`src/rtl/dmem_arbiter_pkg.sv`:
```
// Shared definitions for the two-port data-memory arbiter.
// Latency: n/a (types and constants only).
// Backpressure: n/a.
// Contents: FSM state encoding, default memory geometry, port index constants.
package dmem_arbiter_pkg;

  // Default geometry: 32 words of 64 bits.
  localparam int ADDR_W_DEF = 5;
  localparam int DATA_W_DEF = 64;

  // Port indices into one-hot grant vectors.
  localparam int PORT0 = 0;
  localparam int PORT1 = 1;

  // IDLE arbitrates and accesses; RMW is the write-back half of a partial write.
  typedef enum logic {
    ST_IDLE = 1'b0,
    ST_RMW  = 1'b1
  } arb_state_t;

endpackage

```
`src/rtl/dmem_rr_pick.sv`:
```
// Two-way round-robin pick between port 0 and port 1.
// Latency: combinational.
// Backpressure: none; a non-requesting port is never picked.
// Ports: req0_i/req1_i requests, last_i last granted port, gnt_o one-hot pick.
module dmem_rr_pick (
  input  logic       req0_i,
  input  logic       req1_i,
  input  logic       last_i,
  output logic [1:0] gnt_o
);

  always_comb begin
    gnt_o = 2'b00;
    if (req0_i && req1_i) begin
      // Contention: favour the port that was not served last.
      gnt_o = last_i ? 2'b01 : 2'b10;
    end else if (req0_i) begin
      gnt_o = 2'b01;
    end else if (req1_i) begin
      gnt_o = 2'b10;
    end
  end

endmodule

```
`src/rtl/dmem_arbiter.sv`:
```
// Two-port round-robin arbiter in front of a single-port data memory.
// Latency: grant combinational in the request cycle; read data/valid one cycle after grant.
// Backpressure: a requester holds its request until it sees its GNT; no grant during RMW.
// Ports: CLK/RST_N; per port n: REQn, WEn, ADDRn, WDATAn, (BEn), GNTn, RVALIDn, RDATAn;
//        memory side: MEM_ADDR, MEM_WE, MEM_DIN, MEM_DOUT (combinational read).
// Build option: DMEM_ARB_BYTE_WRITE_EN adds BE ports and read-modify-write partial writes.
module dmem_arbiter
  import dmem_arbiter_pkg::*;
#(
  parameter int ADDR_W = ADDR_W_DEF,
  parameter int DATA_W = DATA_W_DEF
) (
  input  logic                CLK,
  input  logic                RST_N,
  input  logic                REQ0,
  input  logic                REQ1,
  input  logic                WE0,
  input  logic                WE1,
  input  logic [ADDR_W-1:0]   ADDR0,
  input  logic [ADDR_W-1:0]   ADDR1,
  input  logic [DATA_W-1:0]   WDATA0,
  input  logic [DATA_W-1:0]   WDATA1,
`ifdef DMEM_ARB_BYTE_WRITE_EN
  input  logic [DATA_W/8-1:0] BE0,
  input  logic [DATA_W/8-1:0] BE1,
`endif
  output logic                GNT0,
  output logic                GNT1,
  output logic                RVALID0,
  output logic                RVALID1,
  output logic [DATA_W-1:0]   RDATA0,
  output logic [DATA_W-1:0]   RDATA1,
  output logic [ADDR_W-1:0]   MEM_ADDR,
  output logic                MEM_WE,
  output logic [DATA_W-1:0]   MEM_DIN,
  input  logic [DATA_W-1:0]   MEM_DOUT
);

  arb_state_t        state_q;
  logic              last_q;
  logic              rvalid0_q, rvalid1_q;
  logic [DATA_W-1:0] rdata0_q, rdata1_q;

  logic [1:0]        pick;
  logic              idle_act;
  logic              rmw_act;
  logic              any_gnt;
  logic              sel_we;
  logic [ADDR_W-1:0] sel_addr;
  logic [DATA_W-1:0] sel_wdata;
  logic              full_wr;
  logic              part_wr;

  dmem_rr_pick u_pick (
    .req0_i (REQ0),
    .req1_i (REQ1),
    .last_i (last_q),
    .gnt_o  (pick)
  );

  // Grants only while out of reset and in IDLE.
  assign idle_act = RST_N && (state_q == ST_IDLE);
  assign GNT0     = idle_act && pick[PORT0];
  assign GNT1     = idle_act && pick[PORT1];
  assign any_gnt  = GNT0 || GNT1;

  assign sel_we    = GNT1 ? WE1    : WE0;
  assign sel_addr  = GNT1 ? ADDR1  : ADDR0;
  assign sel_wdata = GNT1 ? WDATA1 : WDATA0;

`ifdef DMEM_ARB_BYTE_WRITE_EN
  localparam int BE_W = DATA_W / 8;

  logic [BE_W-1:0]   sel_be;
  logic [DATA_W-1:0] merged;
  logic [DATA_W-1:0] merge_q;
  logic [ADDR_W-1:0] rmw_addr_q;

  assign sel_be = GNT1 ? BE1 : BE0;

  // All-ones is a plain write; all-zeros is granted but writes nothing.
  assign full_wr = any_gnt && sel_we && (&sel_be);
  assign part_wr = any_gnt && sel_we && !(&sel_be) && (|sel_be);

  // The write-back cycle is dropped if reset arrives during it.
  assign rmw_act = RST_N && (state_q == ST_RMW);

  // Current memory word with the enabled bytes overlaid by the write data.
  always_comb begin
    merged = MEM_DOUT;
    for (int b = 0; b < BE_W; b++) begin
      if (sel_be[b]) merged[b*8 +: 8] = sel_wdata[b*8 +: 8];
    end
  end

  assign MEM_ADDR = rmw_act ? rmw_addr_q : (any_gnt ? sel_addr : '0);
  assign MEM_WE   = full_wr || rmw_act;
  assign MEM_DIN  = rmw_act ? merge_q : (full_wr ? sel_wdata : '0);
`else
  assign full_wr  = any_gnt && sel_we;
  assign part_wr  = 1'b0;
  assign rmw_act  = 1'b0;

  assign MEM_ADDR = any_gnt ? sel_addr : '0;
  assign MEM_WE   = full_wr;
  assign MEM_DIN  = full_wr ? sel_wdata : '0;
`endif

  always_ff @(posedge CLK) begin
    if (!RST_N) begin
      state_q    <= ST_IDLE;
      last_q     <= 1'b1;
      rvalid0_q  <= 1'b0;
      rvalid1_q  <= 1'b0;
      rdata0_q   <= '0;
      rdata1_q   <= '0;
`ifdef DMEM_ARB_BYTE_WRITE_EN
      merge_q    <= '0;
      rmw_addr_q <= '0;
`endif
    end else begin
      // Read data is the memory output sampled at the end of the grant cycle.
      rvalid0_q <= GNT0 && !WE0;
      rvalid1_q <= GNT1 && !WE1;
      if (GNT0 && !WE0) rdata0_q <= MEM_DOUT;
      if (GNT1 && !WE1) rdata1_q <= MEM_DOUT;

      if (any_gnt) last_q <= GNT1;

      case (state_q)
        ST_IDLE: begin
          if (part_wr) begin
            state_q    <= ST_RMW;
`ifdef DMEM_ARB_BYTE_WRITE_EN
            merge_q    <= merged;
            rmw_addr_q <= sel_addr;
`endif
          end
        end
        ST_RMW:  state_q <= ST_IDLE;
        default: state_q <= ST_IDLE;
      endcase
    end
  end

  assign RVALID0 = rvalid0_q;
  assign RVALID1 = rvalid1_q;
  assign RDATA0  = rdata0_q;
  assign RDATA1  = rdata1_q;

  // rmw_act is only consulted in byte-write builds.
  logic unused_ok;
  assign unused_ok = rmw_act;

endmodule

```
`config.mk`:
```
export PLATFORM = sky130hd
export DESIGN_NAME = dmem_arbiter
export DESIGN_NICKNAME = d
export VERILOG_FILES = /design/src/rtl/dmem_arbiter_pkg.sv /design/src/rtl/dmem_rr_pick.sv /design/src/rtl/dmem_arbiter.sv
export SDC_FILE = /design/constraint.sdc
export NUM_CORES = 1
export LEC_CHECK = 0
export ABC_AREA = 1
export CAP_MARGIN = 30
export CORE_AREA = 2 2 158 160
export CTS_CLUSTER_DIAMETER = 120
export DETAILED_ROUTE_END_ITERATION = 16
export DIE_AREA = 0 0 160 162
export PLACE_DENSITY = 0.64
export SYNTH_ARGS = -nofsm -noshare
export SYNTH_HDL_FRONTEND = slang
export SYNTH_SLANG_ARGS = --single-unit
```
`constraint.sdc`:
```
create_clock -name CLK -period 1.5 [get_ports CLK]
set_clock_uncertainty 0.15 [all_clocks]
set_input_delay 0.3 -clock CLK [delete_from_list [all_inputs] [get_ports CLK]]
set_output_delay 0.3 -clock CLK [all_outputs]
set_load 0.05 [all_outputs]
```
# Word-level counts from Yosys, hierarchy flattened

Index checks and enable logic that the tools add are counted.
Widths: inputs -> output; s select.

Word-level logic and storage cells: 23
Register bits after elaboration: 131
Output and inout port bits: 202

Muxes and demuxes: 9
Reduce and logical (&&, ||, !) cells: 9

Operator list:

| operator          | number |
|---|---|
| $mux 64           | 2 |
| $mux 5            | 2 |
| $mux 2            | 4 |
| $logic_and 1x1->1 | 6 |
| $logic_not 1->1   | 2 |
| $logic_or 1x1->1  | 1 |
| $mux 1            | 1 |

# Logic depth before layout (Yosys ltp)

Gate-level depths: netlist (run 1).

Depth in word-level cells: 7
Depth in mapped cells: 9

# By module

Synthesis (run 1) repeated with hierarchy kept, for this count alone.

Cell total of the unflattened synthesis: 943
Area total of the unflattened synthesis: 6058.3 um2

By module, submodules not included:

| module       | area each (um2) | times used | cells an instance | seq. area each (um2) |
|---|---|---|---|---|
| dmem_arbiter | 6037.0          | 1          | 938               | 2622.5 |
| dmem_rr_pick | 21.3            | 1          | 5                 | 0.0 |

# Least setup slack after synthesis (run 1)

Ideal clock, no wire load.

Path type: input-to-output
Start point: in REQ0
End point: out MEM_DIN[10]
Slack: -0.607 ns
Stages on the path: 7
Data arrival time: 1.657 ns
Path buffers: 2
Cell sequence: nand2_1 -> buf_4 -> clkbuf_1 -> nand3_1 -> nand2_1 -> inv_1 -> nor2_1

Cells in the longest elaborated chain, start to end: 6
Elaborated cells on any way between the ends: 10
Classes of those cells: mux (5); reduce/logical (5)

RTL lines:

| item                                        | RTL line                               | source |
|---|---|---|
| from (decl)                                 | dmem_arbiter.sv:15                     | `input logic REQ0,` |
| $mux 2 or $logic_and 1x1->1 (tied branches) | dmem_rr_pick.sv:17, dmem_rr_pick.sv:14 |  |
| $mux 2 *                                    | dmem_rr_pick.sv:14                     | `if (req0_i && req1_i) begin` |
| $logic_and 1x1->1 (on tied branches)        | dmem_arbiter.sv:64, dmem_arbiter.sv:63 |  |
| $mux 1 or $logic_or 1x1->1 (tied branches)  | dmem_arbiter.sv:67, dmem_arbiter.sv:65 |  |
| $logic_and 1x1->1                           | dmem_arbiter.sv:100                    | `assign full_wr = any_gnt && sel_we;` |
| $mux 64 *                                   | dmem_arbiter.sv:106                    | `assign MEM_DIN = full_wr ? sel_wdata : '0;` |
| to (decl)                                   | dmem_arbiter.sv:35                     | `output logic [DATA_W-1:0] MEM_DIN,` |

Every way passes the cells marked *; elsewhere a longest branch is shown, timed or not.

# Worst setup path after layout (run 1)

Start point: reg last_q
End point: out MEM_DIN[15]

Cells in the longest elaborated chain, start to end: 6
Elaborated cells on any way between the ends: 9
Classes of those cells: mux (5); reduce/logical (4)

RTL lines:

| item                                       | RTL line                               | source |
|---|---|---|
| from (decl)                                | dmem_arbiter.sv:40                     | `logic last_q;` |
| from (signal assigned)                     | dmem_arbiter.sv:112                    | `last_q <= 1'b1;` |
| from (signal assigned)                     | dmem_arbiter.sv:128                    | `if (any_gnt) last_q <= GNT1;` |
| $mux 2 *                                   | dmem_rr_pick.sv:16                     | `gnt_o = last_i ? 2'b01 : 2'b10;` |
| $mux 2 *                                   | dmem_rr_pick.sv:14                     |  |
| $logic_and 1x1->1 (on tied branches)       | dmem_arbiter.sv:64, dmem_arbiter.sv:63 |  |
| $mux 1 or $logic_or 1x1->1 (tied branches) | dmem_arbiter.sv:67, dmem_arbiter.sv:65 |  |
| $logic_and 1x1->1                          | dmem_arbiter.sv:100                    |  |
| $mux 64 *                                  | dmem_arbiter.sv:106                    |  |

Marks and branches as above.

==> qor.yml, run 1 <==
status: "complete, but fails checks"
violations: "setup timing"
yosys.area.top_type_share: 0.387
ctsHtreeMaxLevel: 4
detailedPlacementHpwl_um: 21800
row_count: 57
fmaxAchievable_ghz: 0.456
worst-slew-pin-transition_ns: 0.448
yosysMostFrequentCell: "sky130_fd_sc_hd__nand2_1"
syn_area_um2: 6770
grt_start_max_net_pins: 95
max_slew_margin: 0.702
postSynthAreaPerCell_um2: 5.65
max-clock-path-buffers: 2
min-delay-start: "REQ0"
yosysUniqueCellTypes: 10
multi_input_area_um2: 3880
total_count_of_max_transition_violations_in_the_final_report: 0
critPathLaunchType: "flip-flop"
syn-instance-count: 1198
max_cap_viol_count: 0
hp-class: "input pin to flip-flop"
top_level_pins: 410
leakage_nw: 7.52
placed_cells: 1909
antenna_violating_nets_post_route: 0
pwr_density_cell_nw_per_um2: 794
clock_sink_count: 131
detailroute.via_count: 8508
worst_path_clk_slew_ns: 0.06
critPathMostFrequentCell: "sky130_fd_sc_hd__buf_12"
power.sequential.fraction: 0.308
min_delay_path_depth: 2
worst_setup_path_end_kind: "output pin"
ys_warn_count: 0
filler_cell_count: 1955
cp_slowest_cell: "sky130_fd_sc_hd__dfxtp_2"
p_sw_frac: 0.340
synth_area_leaders: "sky130_fd_sc_hd__dfxtp_1, sky130_fd_sc_hd__nand2_1, sky130_fd_sc_hd__nor2_1"
route.detailed.wl_per_inst_um: 16.0
die_height_um: 162
drt_wl_total_um: 31600
grt_pass1_vias: 8366
critical_path.reg2reg.endpoint: "RDATA1[50]$_SDFFE_PN0P_"
fin_ws_ns: -0.691
grt_overflow: 0
finalCriticalPeriod_ns: 2.19
cp.arrival_ns: 1.74
placeableCoreArea_um2: 24100
critPathMaxStageDelay_ns: 0.34
preCtsSetupSlack_ns: -0.970
highest-signal-layer: "met4"
timing.critical_path.required_ns: 1.05
cts_root_buf: "sky130_fd_sc_hd__clkbuf_16"
reg2reg_slack_ns: -0.25
globalRouteTotalUtil: 0.224
buffer_ports.inserted: 409
final_layout_size_suffix_gt1_frac: 0.293
number_of_failing_hold_endpoints_at_the_final_stage: 0
synth.ff_latch_count: 131
crit_path_cell_trace: "nand2_4 -> buf_12 -> buf_12 -> buf_8 -> nand3_2 -> nand2_2 -> inv_2 -> nor2_4 -> buf_12"
route.layer.met1.wl_um: 11100
cts_tree: "yes"
unrepaired_setup_endpoints_after_global_routing: "true"
layout.nets: 1841
grt_antenna_before_repair: 1
critical_path_buf_inv_count: 5
die_x_um: 160
initial_core_utilization: 0.281
combinational_power_share: 0.365
ff_latch_area_um2: 2630
number_of_standard_cells_in_the_final_layout_excluding_fillers: 1971
routed-wl-met3_um: 3150
gpl_congestion: 0.902
worst_path_dominant_cell_family: "buffers and inverters"
synth_common_cells: "sky130_fd_sc_hd__nand2_1, sky130_fd_sc_hd__nor2_1, sky130_fd_sc_hd__inv_1"
cts-buffers-inserted: 17
synth_top_cell_by_area: "sky130_fd_sc_hd__dfxtp_1"
wl_met2_um: 16400
internal-power_mw: 8.20
dr.pass1.iters: 5
synth_enable_flop_cells: 0
syn2layout_area_growth_pct: 131
clkPwrFrac: 0.327
finalCritPeriodShare: 1.46
detail_route.drc_violations: 0
worst_r2r_startpoint: "last_q$_SDFFE_PN1P_"
clkLatencyLatePin_ns: 0.41
reg2reg_depth: 7
setup.worst_path.class: "flip-flop to output pin"
whs_endpoint: "last_q$_SDFFE_PN1P_"
via_density_per_instance: 4.32
power.ir.vdd_worst_uv: 677
sequential_fraction_of_the_synthesis_area: 0.387
total_die_area_um2: 25900
syn_nets: 1406
first_pass_grt_wire_length_um: 45400
setup_viol: 137
synthArstFlopShare: 0
power_switching_mw: 4.23
detail_route.iter0.violations: 424
crit_path_max_fanout: 6
synth-main-ff-cell: "sky130_fd_sc_hd__dfxtp_1"
-- sequential cells by signal, summed over array words and instances (netlist names) --
signal and count:
RDATA1 64, RDATA0 64, RVALID0 1, last_q 1, RVALID1 1
-- layout by cell type (no fill, tap or decap), drive strengths merged --
cell / n
dlygate4sd3: 1
o211ai: 1
clkinvlp: 5
diode: 1
inv: 208
nor2: 320
bufbuf: 3
clkdlybuf4s50: 204
buf: 266
clkbuf: 27
dlygate4sd2: 2
clkinv: 2
nand3: 67
nand2: 408
bufinv: 1
dfxtp: 131
-- metrics by stage --
step | util | hold WS [ns] | TNS (ns) | power (mW) | cell area, um^2
floorplan | - | 0.271 | -15.42 | 5.82 | 7370
global placement | 0.583 | 0.382 | -126.51 | 8.00 | 14000
detailed placement | 0.583 | 0.387 | -133.14 | 8.04 | 14000
CTS | 0.626 | 0.176 | -62.48 | 12.3 | 15100
global route | 0.649 | 0.202 | -73.21 | 12.9 | 15600
finish | 0.649 | 0.191 | -60.62 | 12.4 | 15600
-- what timing repair did --
item                       4_1_cts  5_1_grt
pin swaps                       19       52
gates resized for setup         54      104
hold buffers                     1        0
setup endpoints to repair      151      151
hold endpoints to repair         1        0
gates cloned                     8       11
buffers inserted                 3        6
-- layout make-up --
class	instances	share of cell area
clock inverter	14	0.00919
tap	324	0.0259
inverter	202	0.0495
antenna	1	0.000160
sequential	131	0.168
multi-input combinational	796	0.248
clock buffer	18	0.0274
timing repair buffer	485	0.472
-- worst max-delay path by stage --
| stage | cells after the start | to | from |
|---|---|---|---|
| final | 9 | MEM_DIN[15] | last_q$_SDFFE_PN1P_ |
| after global routing | 9 | MEM_DIN[24] | last_q$_SDFFE_PN1P_ |
| after CTS | 8 | MEM_DIN[2] | last_q$_SDFFE_PN1P_ |
| after detailed placement | 9 | MEM_DIN[2] | REQ1 |
| after global placement | 9 | MEM_DIN[2] | REQ1 |
| after floorplan | 8 | MEM_DIN[55] | last_q$_SDFFE_PN1P_ |
-- layer usage --
layer  GRT usage  vias to the layer above
met5           0                        -
met4      0.0827                        0
met3      0.0998                       46
met2       0.409                      334
met1       0.226                     3818
li1            -                     4310
-- power groups by stage --
| stage | sequential, mW | clock, mW | combinational (mW) |
|---|---|---|---|
| final | 3.83 | 4.06 | 4.53 |
| after global routing | 3.85 | 4.31 | 4.77 |
| after CTS | 3.83 | 4.17 | 4.33 |
| after detailed placement | 3.91 | 0 | 4.13 |
| after global placement | 3.90 | 0 | 4.10 |
| after floorplan | 4.40 | 0 | 1.43 |
-- logic make-up after synthesis --
kind of cell / synth area share
buffers and inverters: 0.159
AO/OA/AOI/OAI: 0.00111
AND/OR/NAND/NOR: 0.452
flip-flops: 0.387
(Power assumes the default switching activity.)
==> inputs of run 2 (changes only) <==
ABC_AREA = default   (was 1)
CORE_AREA = 2 2 159 161   (was 2 2 158 160)
DIE_AREA = 0 0 161 163   (was 0 0 160 162)
PLACE_DENSITY = 0.61   (was 0.64)
SKIP_CTS_REPAIR_TIMING = 1   (was default)
==> run 2 against run 1 <==
Effect of this change:
- the run still ends with setup timing left
- wire length shrank 1.8%
- power shrank 6.8%
- first-iteration DRC count shrank 1.4%
- hold slack lost 0.025 ns
- final area shrank 1.8%
- largest power group is now clock
==> qor.yml, run 2 <==
fmaxAchievable_ghz: 0.415  # -9.2%
post-route-util: 0.623  # -0.0266
max_cap_viol_count: 0  # unchanged
critPathMaxStageDelay_ns: 0.35  # about the same
clkLatencyLatePin_ns: 0.40  # about the same
cts_root_buf: "sky130_fd_sc_hd__clkbuf_16"
synth_common_cells: "sky130_fd_sc_hd__dfxtp_1, sky130_fd_sc_hd__nand2_1, sky130_fd_sc_hd__nand3_1"
synth_top_cell_by_area: "sky130_fd_sc_hd__dfxtp_1"
min-delay-start: "RST_N"
ys_warn_count: 0  # unchanged
placement.cell_area_um2: 14000  # about the same
clock_sink_count: 131  # unchanged
syn-instance-count: 755  # -37%
reg2reg_slack_ns: -0.44  # -0.19 ns
internal-power_mw: 7.86  # -4.1%
cp_slowest_cell: "sky130_fd_sc_hd__dfxtp_2"
detailroute.via_count: 7454  # -12%
top_level_pins: 410  # unchanged
cp.arrival_ns: 1.96  # +0.22 ns
via_density_per_instance: 4.89  # +13%
combinational_power_share: 0.321  # -0.044
grt_overflow: 0  # unchanged
worst-slew-pin-transition_ns: 0.665  # +0.217 ns
max-clock-path-buffers: 2  # unchanged
fin_ws_ns: -0.912  # -0.221 ns
gpl_congestion: 0.939  # +4.0%
first_pass_grt_wire_length_um: 42500  # -6.4%
hp-class: "input pin to flip-flop"
detail_route.drc_violations: 0  # unchanged
worst_path_clk_slew_ns: 0.06  # about the same
yosys.area.top_type_share: 0.419  # +0.0315
critPathLaunchType: "flip-flop"
number_of_failing_hold_endpoints_at_the_final_stage: 0  # unchanged
leading_cell_type_in_the_layout_fill_and_taps_excluded: "sky130_fd_sc_hd__buf_12"
setup_viol: 202  # +47%
cts-buffers-inserted: 17  # unchanged
timing.critical_path.required_ns: 1.05  # about the same
synth_enable_flop_cells: 0  # unchanged
p_sw_frac: 0.321  # -0.0188
reg2reg_depth: 6  # -1
yosysMostFrequentCell: "sky130_fd_sc_hd__dfxtp_1"
grt_start_max_net_pins: 150  # +58%
placeableCoreArea_um2: 24700  # +2.4%
finalCritPeriodShare: 1.61  # +0.148
initial_core_utilization: 0.254  # -0.0271
final_layout_size_suffix_gt1_frac: 0.387  # +0.0944
synthArstFlopShare: 0  # unchanged
crit_path_max_fanout: 8  # +2
preCtsSetupSlack_ns: -0.979  # -0.00896 ns
detailedPlacementHpwl_um: 21200  # -2.9%
critical_path.reg2reg.endpoint: "RDATA1[61]$_SDFFE_PN0P_"
finalCriticalPeriod_ns: 2.41  # +0.221 ns
status: "complete, but fails checks"
violations: "setup timing"
sequential_fraction_of_the_synthesis_area: 0.419  # +0.0315
power.sequential.fraction: 0.319  # +0.011
min_delay_path_depth: 3  # +1
mostFrequentLayoutCells: "sky130_fd_sc_hd__buf_12, sky130_fd_sc_hd__clkdlybuf4s50_1, sky130_fd_sc_hd__dfxtp_1"
syn2layout_area_growth_pct: 145
layout.cell_area.non_filler_um2: 15400  # -1.8%
worst_r2r_startpoint: "last_q$_SDFFE_PN1P_"
synth_area_leaders: "sky130_fd_sc_hd__dfxtp_1, sky130_fd_sc_hd__mux2i_1, sky130_fd_sc_hd__a211oi_1"
total_count_of_max_transition_violations_in_the_final_report: 0  # unchanged
detail_route.iter0.violations: 418  # -1.4%
crit_path_cell_trace: "a21boi_4 -> buf_12 -> clkbuf_16 -> nand3_1 -> a211oi_4 -> buf_6"
unrepaired_setup_endpoints_after_global_routing: "true"
synth-main-ff-cell: "sky130_fd_sc_hd__dfxtp_1"
drt_wl_total_um: 31000  # -1.8%
dr.pass1.iters: 4  # -1
filler_cell_count: 1946  # -0.46%
syn_area_um2: 6260  # -7.5%
globalRouteTotalUtil: 0.207  # -0.0175
grt_antenna_before_repair: 1  # unchanged
total_die_area_um2: 26200  # +1.2%
layout.nets: 1388  # -25%
clkPwrFrac: 0.360  # +0.033
insertedDiodeCount: 0  # -1
route.detailed.wl_per_inst_um: 20.3  # +27%
max_slew_margin: 0.557  # -0.145
grt_pass1_vias: 7332  # -12%
die_x_um: 161  # +0.63%
synth.ff_latch_count: 131  # unchanged
ctsHtreeMaxLevel: 4  # unchanged
setup_crit_start: "last_q$_SDFFE_PN1P_"
whs_endpoint: "last_q$_SDFFE_PN1P_"
setup.worst_path.class: "flip-flop to output pin"
yosysUniqueCellTypes: 25  # +15
syn_nets: 963  # -32%
leakage_nw: 5.36  # -29%
power_switching_mw: 3.72  # -12%
postSynthAreaPerCell_um2: 8.30  # +47%
antenna_violating_nets_post_route: 0  # unchanged
row_count: 58  # +1.8%
worst_setup_path_end_kind: "output pin"
cts_tree: "yes"
buffer_ports.inserted: 409  # unchanged
power.ir.vdd_worst_uv: 681  # +0.58%
pwr_density_cell_nw_per_um2: 754  # -5.0%
die_height_um: 163  # +0.62%
[run 2: per-stage QoR]
stage / cells / TNS, ns / power, mW / hold WS (ns)
2_1_floorplan: 755 / -26.65 / 5.57 / 0.293
3_3_place_gp: 1462 / -153.10 / 7.25 / 0.329
3_5_place_dp: 1462 / -159.00 / 7.28 / 0.336
4_1_cts: 1494 / -105.07 / 11.5 / 0.142
5_1_grt: 1523 / -114.59 / 12.0 / 0.165
6_report: 1523 / -98.92 / 11.6 / 0.166
[run 2: final cells by class]
class                      instances  area, um^2  share of cell area
inverter                           2        15.0            0.000977
clock inverter                    14         153             0.00994
tap                              330         413              0.0269
sequential                       131        2620               0.171
multi-input combinational        529        4410               0.287
clock buffer                      18         429              0.0279
timing repair buffer             499        7320               0.476
[run 2: worst max-delay path: cells and delay by family, from the launching register on]
family / cells / cell delay, ns
flip-flops: 1 / 0.35
AO/OA/AOI/OAI: 2 / 0.51
buffers and inverters: 3 / 0.53
AND/OR/NAND/NOR: 1 / 0.15
[run 2: logic make-up after synthesis]
logic type,after synthesis,share of synthesized area
AND/OR/NAND/NOR,200,0.135
AO/OA/AOI/OAI,264,0.267
buffers and inverters,96,0.0769
flip-flops,131,0.419
multiplexers,64,0.102
[run 2: worst max-delay path by stage]
| stage | to | cells past startpoint | slack (ns) |
|---|---|---|---|
| 6_report | MEM_DIN[49] | 6 | -0.91 |
| 5_1_grt | MEM_DIN[49] | 6 | -1.0 |
| 2_1_floorplan | MEM_DIN[14] | 5 | -0.42 |
| 4_1_cts | MEM_DIN[1] | 7 | -0.99 |
| 3_3_place_gp | MEM_DIN[1] | 7 | -0.94 |
| 3_5_place_dp | MEM_DIN[1] | 7 | -0.98 |
[run 2: layer usage]
metal	share of wire	GRT usage	routed length, um
met3	0.086	0.0851	2660
met4	0.021	0.0674	658
met2	0.50	0.361	15600
met5	0.00052	0	16
met1	0.39	0.228	12000
[run 2: power by group through the flow]
stage	Combinational, mW	Clock, mW	Sequential, mW
3_3_place_gp	3.48	0	3.77
5_1_grt	3.87	4.43	3.71
4_1_cts	3.51	4.26	3.70
2_1_floorplan	1.49	0	4.08
6_report	3.72	4.17	3.70
3_5_place_dp	3.50	0	3.78
